$ cat src/rtl/histogram_accumulator_pkg.sv
// Shared types and sizes for the luminance histogram and the cumulative stage.
package histogram_accumulator_pkg;

    localparam int NUM_BINS        = 256;
    localparam int HIST_NUM_PIXELS = 384000;
    localparam int HIST_WORD_SIZE  = 20;

    typedef enum logic [2:0] {
        CLEAR,
        WAIT_FRAME,
        ACCUM,
        DRAIN,
        HANDOFF,
        WAIT_CUM
    } hist_state_t;

endpackage

$ cat src/rtl/histogram_accumulator_if.sv
// Histogram RAM bus: read address/data and registered write port.
interface histogram_accumulator_if
    import histogram_accumulator_pkg::*;
#(
    parameter int WORD_SIZE = HIST_WORD_SIZE
);
    logic [7:0]           oAddrRd;
    logic [WORD_SIZE-1:0] iQ;
    logic [7:0]           oAddrWr;
    logic [WORD_SIZE-1:0] oDataWr;
    logic                 oWE;

    modport master (
        output oAddrRd, oAddrWr, oDataWr, oWE,
        input  iQ
    );

    modport slave (
        input  oAddrRd, oAddrWr, oDataWr, oWE,
        output iQ
    );
endinterface

$ cat src/rtl/histogram_accumulator_rmw.sv
// Read / increment / write pipeline for histogram bins. The RAM returns data
// one cycle after the address, and a write lands one cycle after it is
// presented, so the two most recent writes are forwarded into the increment.
module hist_rmw_pipe
    import histogram_accumulator_pkg::*;
#(
    parameter int WORD_SIZE = HIST_WORD_SIZE
) (
    input  logic                 iClk,
    input  logic                 iRst_n,
    input  logic                 flush,
    input  logic                 pix_valid,
    input  logic [7:0]           pix,
    input  logic                 clr_en,
    input  logic [7:0]           clr_addr,
    input  logic [WORD_SIZE-1:0] q,
    output logic [7:0]           addr_rd,
    output logic [7:0]           addr_wr,
    output logic [WORD_SIZE-1:0] data_wr,
    output logic                 we
);
    localparam logic [WORD_SIZE-1:0] CNT_MAX = '1;

    logic                 v1;
    logic                 v2;
    logic [7:0]           a2;
    logic                 prev_we;
    logic [7:0]           prev_addr;
    logic [WORD_SIZE-1:0] prev_data;
    logic [WORD_SIZE-1:0] base;
    logic [WORD_SIZE-1:0] cnt_inc;

    // Pick the freshest value of the bin: newest write wins over older write over RAM.
    always_comb begin
        base = q;
        if (prev_we && (prev_addr == a2)) base = prev_data;
        if (we && (addr_wr == a2))        base = data_wr;
        cnt_inc = (base == CNT_MAX) ? base : base + 1'b1;
    end

    // Pipeline registers; clear writes share the write port with pixel updates.
    always_ff @(posedge iClk) begin
        if (!iRst_n) begin
            v1        <= 1'b0;
            v2        <= 1'b0;
            a2        <= '0;
            addr_rd   <= '0;
            addr_wr   <= '0;
            data_wr   <= '0;
            we        <= 1'b0;
            prev_we   <= 1'b0;
            prev_addr <= '0;
            prev_data <= '0;
        end else begin
            prev_we   <= we;
            prev_addr <= addr_wr;
            prev_data <= data_wr;
            if (flush) begin
                v1 <= 1'b0;
                v2 <= 1'b0;
            end else begin
                v1 <= pix_valid;
                v2 <= v1;
            end
            if (pix_valid) addr_rd <= pix;
            a2 <= addr_rd;
            if (clr_en) begin
                we      <= 1'b1;
                addr_wr <= clr_addr;
                data_wr <= '0;
            end else if (v2 && !flush) begin
                we      <= 1'b1;
                addr_wr <= a2;
                data_wr <= cnt_inc;
            end else begin
                we      <= 1'b0;
            end
        end
    end
endmodule

$ cat src/rtl/histogram_accumulator.sv
// Frame-level control for the luminance histogram: clear, count one frame,
// hand the RAM to the cumulative stage, wait for it, then re-arm.
//
// state      | meaning
// -----------+-----------------------------------------------------------
// CLEAR      | zeroing bins 0..255, one per cycle
// WAIT_FRAME | idle, waiting for a frame start pulse
// ACCUM      | counting pixels of the current frame
// DRAIN      | letting the last read-modify-write retire (3 cycles)
// HANDOFF    | RAM released, start pulse to cumulative stage
// WAIT_CUM   | RAM released, waiting for cumulative stage done
module histogram_accumulator
    import histogram_accumulator_pkg::*;
#(
    parameter int WORD_SIZE  = HIST_WORD_SIZE,
    parameter int NUM_PIXELS = HIST_NUM_PIXELS,
    parameter int CNT_W      = 19
) (
    input  logic                     iClk,
    input  logic                     iRst_n,
    input  logic                     iFrameStart,
    input  logic                     iPixValid,
    input  logic [7:0]               iPixel,
    histogram_accumulator_if.master  ram,
    output logic                     oOwnRam,
    output logic                     oStartCum,
    input  logic                     iCumDone,
    output logic                     oCumRestart,
    output logic                     oFrameErr,
    output logic                     oBusy
);
    localparam logic [CNT_W-1:0] LAST_PIX = CNT_W'(NUM_PIXELS - 1);
    localparam logic [7:0]       LAST_BIN = 8'(NUM_BINS - 1);

    hist_state_t          state_q;
    hist_state_t          state_d;
    logic [7:0]           clr_addr_q;
    logic [CNT_W-1:0]     pix_cnt_q;
    logic [1:0]           drain_cnt_q;
    logic                 frame_err_q;
    logic                 cum_restart_q;
    logic                 accept;
    logic                 abort;
    logic [7:0]           addr_rd;
    logic [7:0]           addr_wr;
    logic [WORD_SIZE-1:0] data_wr;
    logic                 we;

    // Next-state decode plus pixel accept / frame abort qualification.
    always_comb begin
        state_d = state_q;
        accept  = 1'b0;
        abort   = 1'b0;
        case (state_q)
            CLEAR: begin
                if (clr_addr_q == LAST_BIN) state_d = WAIT_FRAME;
            end
            WAIT_FRAME: begin
                if (iFrameStart) begin
                    state_d = ACCUM;
                    accept  = iPixValid;
                end
            end
            ACCUM: begin
                if (iFrameStart) begin
                    abort   = 1'b1;
                    state_d = CLEAR;
                end else if (iPixValid) begin
                    accept = 1'b1;
                    if (pix_cnt_q == LAST_PIX) state_d = DRAIN;
                end
            end
            DRAIN: begin
                if (drain_cnt_q == 2'd0) state_d = HANDOFF;
            end
            HANDOFF: begin
                state_d = WAIT_CUM;
            end
            WAIT_CUM: begin
                if (iCumDone) state_d = CLEAR;
            end
            default: state_d = CLEAR;
        endcase
    end

    // State register, clear address, pixel count, drain timer and pulses.
    always_ff @(posedge iClk) begin
        if (!iRst_n) begin
            state_q       <= CLEAR;
            clr_addr_q    <= '0;
            pix_cnt_q     <= '0;
            drain_cnt_q   <= 2'd2;
            frame_err_q   <= 1'b0;
            cum_restart_q <= 1'b0;
        end else begin
            state_q     <= state_d;
            clr_addr_q  <= (state_q == CLEAR) ? clr_addr_q + 8'd1 : 8'd0;
            drain_cnt_q <= (state_q == DRAIN) ? drain_cnt_q - 2'd1 : 2'd2;
            if (state_q == WAIT_FRAME) begin
                pix_cnt_q <= {{(CNT_W-1){1'b0}}, accept};
            end else if (accept) begin
                pix_cnt_q <= pix_cnt_q + 1'b1;
            end
            frame_err_q   <= abort;
            cum_restart_q <= (state_q == WAIT_CUM) && iCumDone;
        end
    end

    hist_rmw_pipe #(
        .WORD_SIZE (WORD_SIZE)
    ) u_rmw (
        .iClk      (iClk),
        .iRst_n    (iRst_n),
        .flush     (abort),
        .pix_valid (accept),
        .pix       (iPixel),
        .clr_en    (state_q == CLEAR),
        .clr_addr  (clr_addr_q),
        .q         (ram.iQ),
        .addr_rd   (addr_rd),
        .addr_wr   (addr_wr),
        .data_wr   (data_wr),
        .we        (we)
    );

    assign ram.oAddrRd = addr_rd;
    assign ram.oAddrWr = addr_wr;
    assign ram.oDataWr = data_wr;
    assign ram.oWE     = we;

    assign oOwnRam     = (state_q != HANDOFF) && (state_q != WAIT_CUM);
    assign oStartCum   = (state_q == HANDOFF);
    assign oBusy       = (state_q != WAIT_FRAME);
    assign oCumRestart = cum_restart_q;
    assign oFrameErr   = frame_err_q;
endmodule

$ cat src/flat_wrapper.sv
// flat-port wrapper written by rule: the top's interface ports become plain ports
module histogram_accumulator_flat import histogram_accumulator_pkg::*;
#(
    parameter int WORD_SIZE  = HIST_WORD_SIZE,
    parameter int NUM_PIXELS = HIST_NUM_PIXELS,
    parameter int CNT_W      = 19
)
  (iClk, iRst_n, iFrameStart, iPixValid, iPixel, oOwnRam, oStartCum, iCumDone, oCumRestart, oFrameErr, oBusy, ram_oAddrRd, ram_oAddrWr, ram_oDataWr, ram_oWE, ram_iQ);
  histogram_accumulator_if #(.WORD_SIZE(WORD_SIZE)) ram_i ();
  input  logic iClk;
  input  logic iRst_n;
  input  logic iFrameStart;
  input  logic iPixValid;
  input  logic [7:0] iPixel;
  output logic oOwnRam;
  output logic oStartCum;
  input  logic iCumDone;
  output logic oCumRestart;
  output logic oFrameErr;
  output logic oBusy;
  output wire logic [$bits(ram_i.oAddrRd)-1:0] ram_oAddrRd;
  output wire logic [$bits(ram_i.oAddrWr)-1:0] ram_oAddrWr;
  output wire logic [$bits(ram_i.oDataWr)-1:0] ram_oDataWr;
  output wire logic [$bits(ram_i.oWE)-1:0] ram_oWE;
  input wire logic [$bits(ram_i.iQ)-1:0] ram_iQ;
  assign ram_oAddrRd = ram_i.oAddrRd;
  assign ram_oAddrWr = ram_i.oAddrWr;
  assign ram_oDataWr = ram_i.oDataWr;
  assign ram_oWE = ram_i.oWE;
  assign ram_i.iQ = ram_iQ;
  histogram_accumulator #(.WORD_SIZE(WORD_SIZE), .NUM_PIXELS(NUM_PIXELS), .CNT_W(CNT_W)) u_core (.iClk(iClk), .iRst_n(iRst_n), .iFrameStart(iFrameStart), .iPixValid(iPixValid), .iPixel(iPixel), .ram(ram_i), .oOwnRam(oOwnRam), .oStartCum(oStartCum), .iCumDone(iCumDone), .oCumRestart(oCumRestart), .oFrameErr(oFrameErr), .oBusy(oBusy));
endmodule
$ cat config.mk
export PLATFORM = sky130hd
export DESIGN_NAME = histogram_accumulator_flat
export DESIGN_NICKNAME = d
export VERILOG_FILES = /design/src/rtl/histogram_accumulator_pkg.sv /design/src/rtl/histogram_accumulator_if.sv /design/src/rtl/histogram_accumulator_rmw.sv /design/src/rtl/histogram_accumulator.sv /design/src/flat_wrapper.sv
export SDC_FILE = /design/constraint.sdc
export NUM_CORES = 1
export LEC_CHECK = 0
export ABC_CLOCK_PERIOD_IN_PS = 9080
export CAP_MARGIN = 5
export CORE_AREA = 2 2 98 100
export CTS_BUF_LIST = sky130_fd_sc_hd__clkbuf_2
export DETAILED_ROUTE_END_ITERATION = 8
export DIE_AREA = 0 0 100 102
export PLACE_DENSITY = 0.85
export SYNTH_ARGS = -nofsm -noshare
export SYNTH_HDL_FRONTEND = slang
export SYNTH_HIERARCHICAL = 1
export SYNTH_SLANG_ARGS = --single-unit
$ cat constraint.sdc
create_clock -name iClk -period 9.08 [get_ports iClk]
set_clock_uncertainty 0.2 [all_clocks]
set_input_delay 2.724 -clock iClk [delete_from_list [all_inputs] [get_ports iClk]]
set_output_delay 2.724 -clock iClk [all_outputs]
set_load 0.01 [all_outputs]
======== Yosys cells after proc, flatten, opt, wreduce, memory -nomap -nowiden ========
Index checks and enable logic that the tools add are counted.
word-level totals
  input port bits ......................... 33
  memories kept ........................... 0
  memory bits (read-only) ................. 0
  word-level logic and storage cells ...... 80
  bits in registers ....................... 110
  bits in latches ......................... 0
  RAM bits ................................ 0
cells by class
  div/mod/pow operators ................... 0
  $mul .................................... 0
  equality and inequality tests ........... 19
  reductions and logical operators ........ 16
  $lt $le $gt $ge ......................... 0
  mux-type cells .......................... 23
  add/subtract/negate cells ............... 4
  shift-type cells ........................ 0
  bitwise gates (word level) .............. 1
operators by type and width
  operator                                               number
  2-to-1 mux 20 bit                                      3
  2-to-1 mux 3 bit                                       7
  adder 20 x 1 -> 20 bit, second input constant          1
  == test 20 bit, second input constant                  1
  adder 19 x 1 -> 19 bit, second input constant          1
  == test 19 bit, second input constant                  1
  one-hot mux 3 bit (6 select lines)                     1
  == test 8 bit                                          2
  2-to-1 mux 8 bit                                       2
  2-to-1 mux 1 bit                                       9
  inequality test 3 bit, second input constant           3
  adder 8 x 1 -> 8 bit, second input constant            1
  == test 8 bit, second input constant                   1
  == test 3 x 2 -> 1 bit, second input constant          2
  == test 3 bit, second input constant                   2
  AND reduction 6 bit                                    1
  OR reduction 2 bit                                     3
  logical AND 1 bit                                      5
  inequality test 2 x 1 -> 1 bit, second input constant  2
  inequality test 2 bit, second input constant           2
  AND reduction 2 bit                                    2
  nonzero test 2 bit                                     2
  == test 3 x 1 -> 1 bit, second input constant          1
  zero test 3 bit                                        1
  other kinds (7)                                        7

======== Depth between registers and ports, before layout ========
  word-level depth ........................ 6
  depth in mapped cells ................... 14
  mapped depth without buffers ............ 11

======== By module ========
Netlist, hierarchy kept.
modules (own cells, without submodules)
  module                 instances  cells each  area an instance (sq um)
  hist_rmw_pipe          1          413         3,662.3
  histogram_accumulator  1          199         1,706.6

======== Worst setup path before layout ========
OpenSTA, ideal clock, no wires.
  path type ............................... input to register
  from .................................... input ram_iQ[2]
  to ...................................... register u_core.u_rmw.data_wr[4]
  library setup time ...................... 132 ps
  required time ........................... 8,748 ps
  arrival ................................. 4,420 ps
  path slack .............................. 4,327 ps
  cell stages on the path ................. 8
  buffers on the path ..................... 0
  cell sequence ........................... o31a_1 -> o31ai_2 -> nor4b_2 -> nand3_1 -> nor4_4 -> and4bb_2 -> xnor2_1 -> a21oi_1
between the ends
  cells in the longest elaborated chain, start to end .. 4
  elaborated cells on any way between the ends .. 5
  classes of those cells .................. 1 x add/sub; 1 x eq/ne; 3 x mux
RTL lines
  what                                                      RTL line                         RTL
  start: declaration                                        flat_wrapper.sv:25               input wire logic [$bits(ram_i.iQ)-1:0] ram_iQ;
  2-to-1 mux 20 bit *                                       histogram_accumulator_rmw.sv:36  if (prev_we && (prev_addr == a2)) base = prev_data;
  2-to-1 mux 20 bit *                                       histogram_accumulator_rmw.sv:37  if (we && (addr_wr == a2)) base = data_wr;
  adder 20 x 1 -> 20 bit or == test 20 bit (tied branches)  histogram_accumulator_rmw.sv:38  cnt_inc = (base == CNT_MAX) ? base : base + 1'b1;
  2-to-1 mux 20 bit *                                       histogram_accumulator_rmw.sv:38
  end signal: assignment                                    histogram_accumulator_rmw.sv:74  data_wr <= cnt_inc;
  end: declaration                                          histogram_accumulator_rmw.sv:19  output logic [WORD_SIZE-1:0] data_wr,
Every way passes the cells marked *; elsewhere a longest branch is shown, timed or not.
A chain may end at the register's enable or synchronous reset.

======== Worst setup path in the final report ========
  from .................................... register u_core.state_q[0]
  to ...................................... output oBusy
between the ends
  cells in the longest elaborated chain, start to end .. 1
RTL lines
  what                            RTL line                      RTL
  start: declaration              histogram_accumulator.sv:35   hist_state_t state_q;
  start signal: assignment        histogram_accumulator.sv:96   state_q <= state_d;
  inequality test 3 x 1 -> 1 bit  histogram_accumulator.sv:133  assign oBusy = (state_q != WAIT_FRAME);
  end: declaration                flat_wrapper.sv:20            output logic oBusy;
Every way passes these cells.

==> metrics.md <==
| Metric | Value |
|---|---|
| Die Span X | 100 um |
| RSZ-0062 raised after global routing | false |
| Worst-Skew Late Latency | 0.58 ns |
| Max-Cap Viols | 0 |
| Maximum vdd drop | 84.8 uV |
| Setup crit end kind | output port |
| R2R setup slack | 4.37 ns |
| Crit path launch | u_core/state_q[0] |
| Area leader, netlist | dfxtp_1 |
| Pwr/cell area | 213 nW/um2 |
| Syn-to-layout area delta | 17.1% |
| Slew headroom | 0.387 |
| Die Y | 102 um |
| Leak | 2.29 nW |
| Largest net degree at the start of global routing | 66 |
| Crit share post-route | 0.623 |
| Setup Total Neg Slack | 0 ns |
| Site row count | 35 |
| Sw frac | 0.392 |
| Peak Freq | 177 MHz |
| Clock tree buffer depth | 2 |
| Crit Path Class | reg -> out |
| Vias in the first global route | 4,308 |
| 1st-pass router iterations | 5 |
| Top-area cell type share of the netlist area | 0.410 |
| CTS tree | yes |
| Sequential Power Share | 0.404 |
| Critical path peak fanout | 14 |
| Post-cts sizing count | 0 |
| Global-route wire length before repair | 20.3 mm |
| Vias | 4,659 |
| Final Hold Fails | 0 |
| CTS Root Cell | clkbuf_2 |
| Initial antenna violation count | 0 |
| Critical Path AT | 2.74 ns |
| ANT nets after route | 0 |
| Required time of the critical path | 6.16 ns |
| Top post-synthesis cells by area | dfxtp_1, mux2i_1, a21oi_1 |
| Post-synth ARST share | 0 |
| Syn_nets | 649 |
| DPL Wire Length | 8.51 mm |
| DR WL/cell | 15.6 um |
| Final max-slew violation count | 0 |
| Post-layout min period | 5.66 ns |
| CP endpoint | oBusy |
| DP Cell Count | 770 |
| CTS Buf Count | 9 |
| Overall Global Routing Usage | 0.244 |
| Synth cell types | 64 |
| Iter 0 DRT Violations | 265 |
| Postcts setup bufs | 0 |
| Final worst slack | 3.42 ns |
| Placement Setup Slack | 3.16 ns |
| Post-synth EDFFs | 0 |
| Io pins | 75 |
| Wirelength, routed | 12.2 mm |
| Initial core utilization | 0.589 |
| Final setup fails | 0 |
| Status | completed |
| H-tree level count | 3 |
| Layout Cells excl Fill | 785 |
| RR Endpoint | u_core/u_rmw/data_wr[4] |
| Clock sinks | 110 |
| HP Class | reg -> reg |
| Die area | 10,200 um2 |
| Layout cells sized above 1 | 0.0623 |
| Clock transition at path regs | 0.26 ns |
| I/O Buffers | 74 |
| GR Overflow Total | 0 |
| Synth Area per Inst | 8.77 um2 |
| Switch Pwr | 0.524 mW |
| Synth Flop Type | dfxtp_1 |
| Worst r2r src | u_core/u_rmw/a2[7] |
| Worst setup SP type | flip-flop |
| Routability congestion estimate | 0.875 |
| Count leader, synth | dfxtp_1 |
| Drt drc | 0 |
| Seq/Total Area, Yosys | 0.410 |
| N_diodes | 0 |
| Post-DR vias/cell | 5.94 |
| Combinational power share | 0.405 |
| Pint | 0.814 mW |
| Reg2reg path depth | 11 |
| Mapped Area | 5370 um2 |
| NumNets Final | 707 |
| Synth cell count leaders | dfxtp_1, nand2_1, a21oi_1, and2_1, nor2_1 |
| Mapped Cells | 612 |
| Clock network power share | 0.191 |
| Worst-Margin Slew | 0.912 ns |
| Post-CTS Hold Buffers | 0 |
| FF+latch count, synth | 110 |
| Core box area | 9110 um2 |
| Warnings, synthesis | 6 |
==> per-layer routing <==
layer | wire length [um] | track usage | vias up
met5 | 0 | 0 | -
met4 | 262 | 0.0980 | 0
met3 | 594 | 0.0342 | 28
met2 | 5760 | 0.403 | 166
met1 | 5600 | 0.326 | 2174
li1 | - | - | 2291
==> power by group through the flow <==
stage | Clock (mW) | Sequential [mW] | Combinational, mW
finish | 0.256 | 0.540 | 0.542
detailed placement | 0 | 0.548 | 0.528
global route | 0.280 | 0.545 | 0.597
floorplan | 0 | 0.541 | 0.406
CTS | 0.262 | 0.540 | 0.536
global placement | 0 | 0.547 | 0.514
==> cell families (layout without fill, tap and decap cells) <==
family                   after synthesis  after routing  share of synthesized area
AND/OR/NAND/NOR                      255            255                      0.273
AO/OA/AOI/OAI                        131            131                      0.151
flip-flops                           110            110                      0.410
buffers and inverters                 41            103                     0.0331
XOR/XNOR                              38             38                     0.0620
multiplexers                          33             33                     0.0615
adder cells (fa/ha/maj)                4              4                    0.00932
==> critical path, stage by stage (launching register included) <==
cell and delay [ns]:
dfxtp_1 0.70, nor3b_1 0.76, inv_1 0.19, clkdlybuf4s50_1 0.53
==> flip-flops by register name (all words and copies together), names as in the netlist, 2 cells and up <==
signal	cells
u_core/state_q	3
u_core/drain_cnt_q	2
u_core/u_rmw/a2	8
u_core/pix_cnt_q	19
u_core/clr_addr_q	8
u_core/u_rmw/addr_rd	8
u_core/u_rmw/prev_data	20
u_core/u_rmw/prev_addr	8
u_core/u_rmw/data_wr	20
u_core/u_rmw/addr_wr	8
==> layout by cell type (no fill, tap or decap), types with 7 or more instances in the layout <==
cell type,n
nor2b_1,18
nor2_1,36
xor2_1,16
a21oi_1,56
or3_1,11
and2_1,42
clkbuf_2,9
nand2_1,57
clkdlybuf4s50_1,74
mux2i_1,33
and3_1,7
inv_1,9
o21ai_0,35
nor4_1,7
nor3_1,9
nand3_1,19
xnor2_1,22
dfxtp_1,110
==> area by class of cell <==
class / instances / area, um2
inverters: 9 / 33.8
repair buffers: 79 / 778
flip-flops and latches: 110 / 2200
clock buffers: 9 / 45.0
clock inverters: 6 / 93.8
fillers: 743 / 2820
well taps: 111 / 139
multi-input cells: 461 / 3000
==> through the flow <==
stage	cell area, um2	hold WS, ns	utilization	total power [mW]
5_1_grt	6290	0.243	0.690	1.42
6_report	6290	0.232	0.690	1.34
2_1_floorplan	5370	0.193	-	0.947
4_1_cts	6290	0.233	0.690	1.34
3_3_place_gp	6150	0.201	0.675	1.06
3_5_place_dp	6150	0.204	0.675	1.08
==> how the worst min path moves through the flow <==
stage	start	endpoint	slack, ns	depth (start not counted)
floorplan	u_core/drain_cnt_q[0]	u_core/drain_cnt_q[0]	0.19	1
global placement	u_core/drain_cnt_q[0]	u_core/drain_cnt_q[0]	0.20	1
detailed placement	u_core/drain_cnt_q[0]	u_core/drain_cnt_q[0]	0.20	1
CTS	u_core/drain_cnt_q[0]	u_core/drain_cnt_q[0]	0.23	1
global route	u_core/drain_cnt_q[0]	u_core/drain_cnt_q[0]	0.24	1
finish	u_core/drain_cnt_q[0]	u_core/drain_cnt_q[0]	0.23	1
Power figures use the tool's default switching activity.
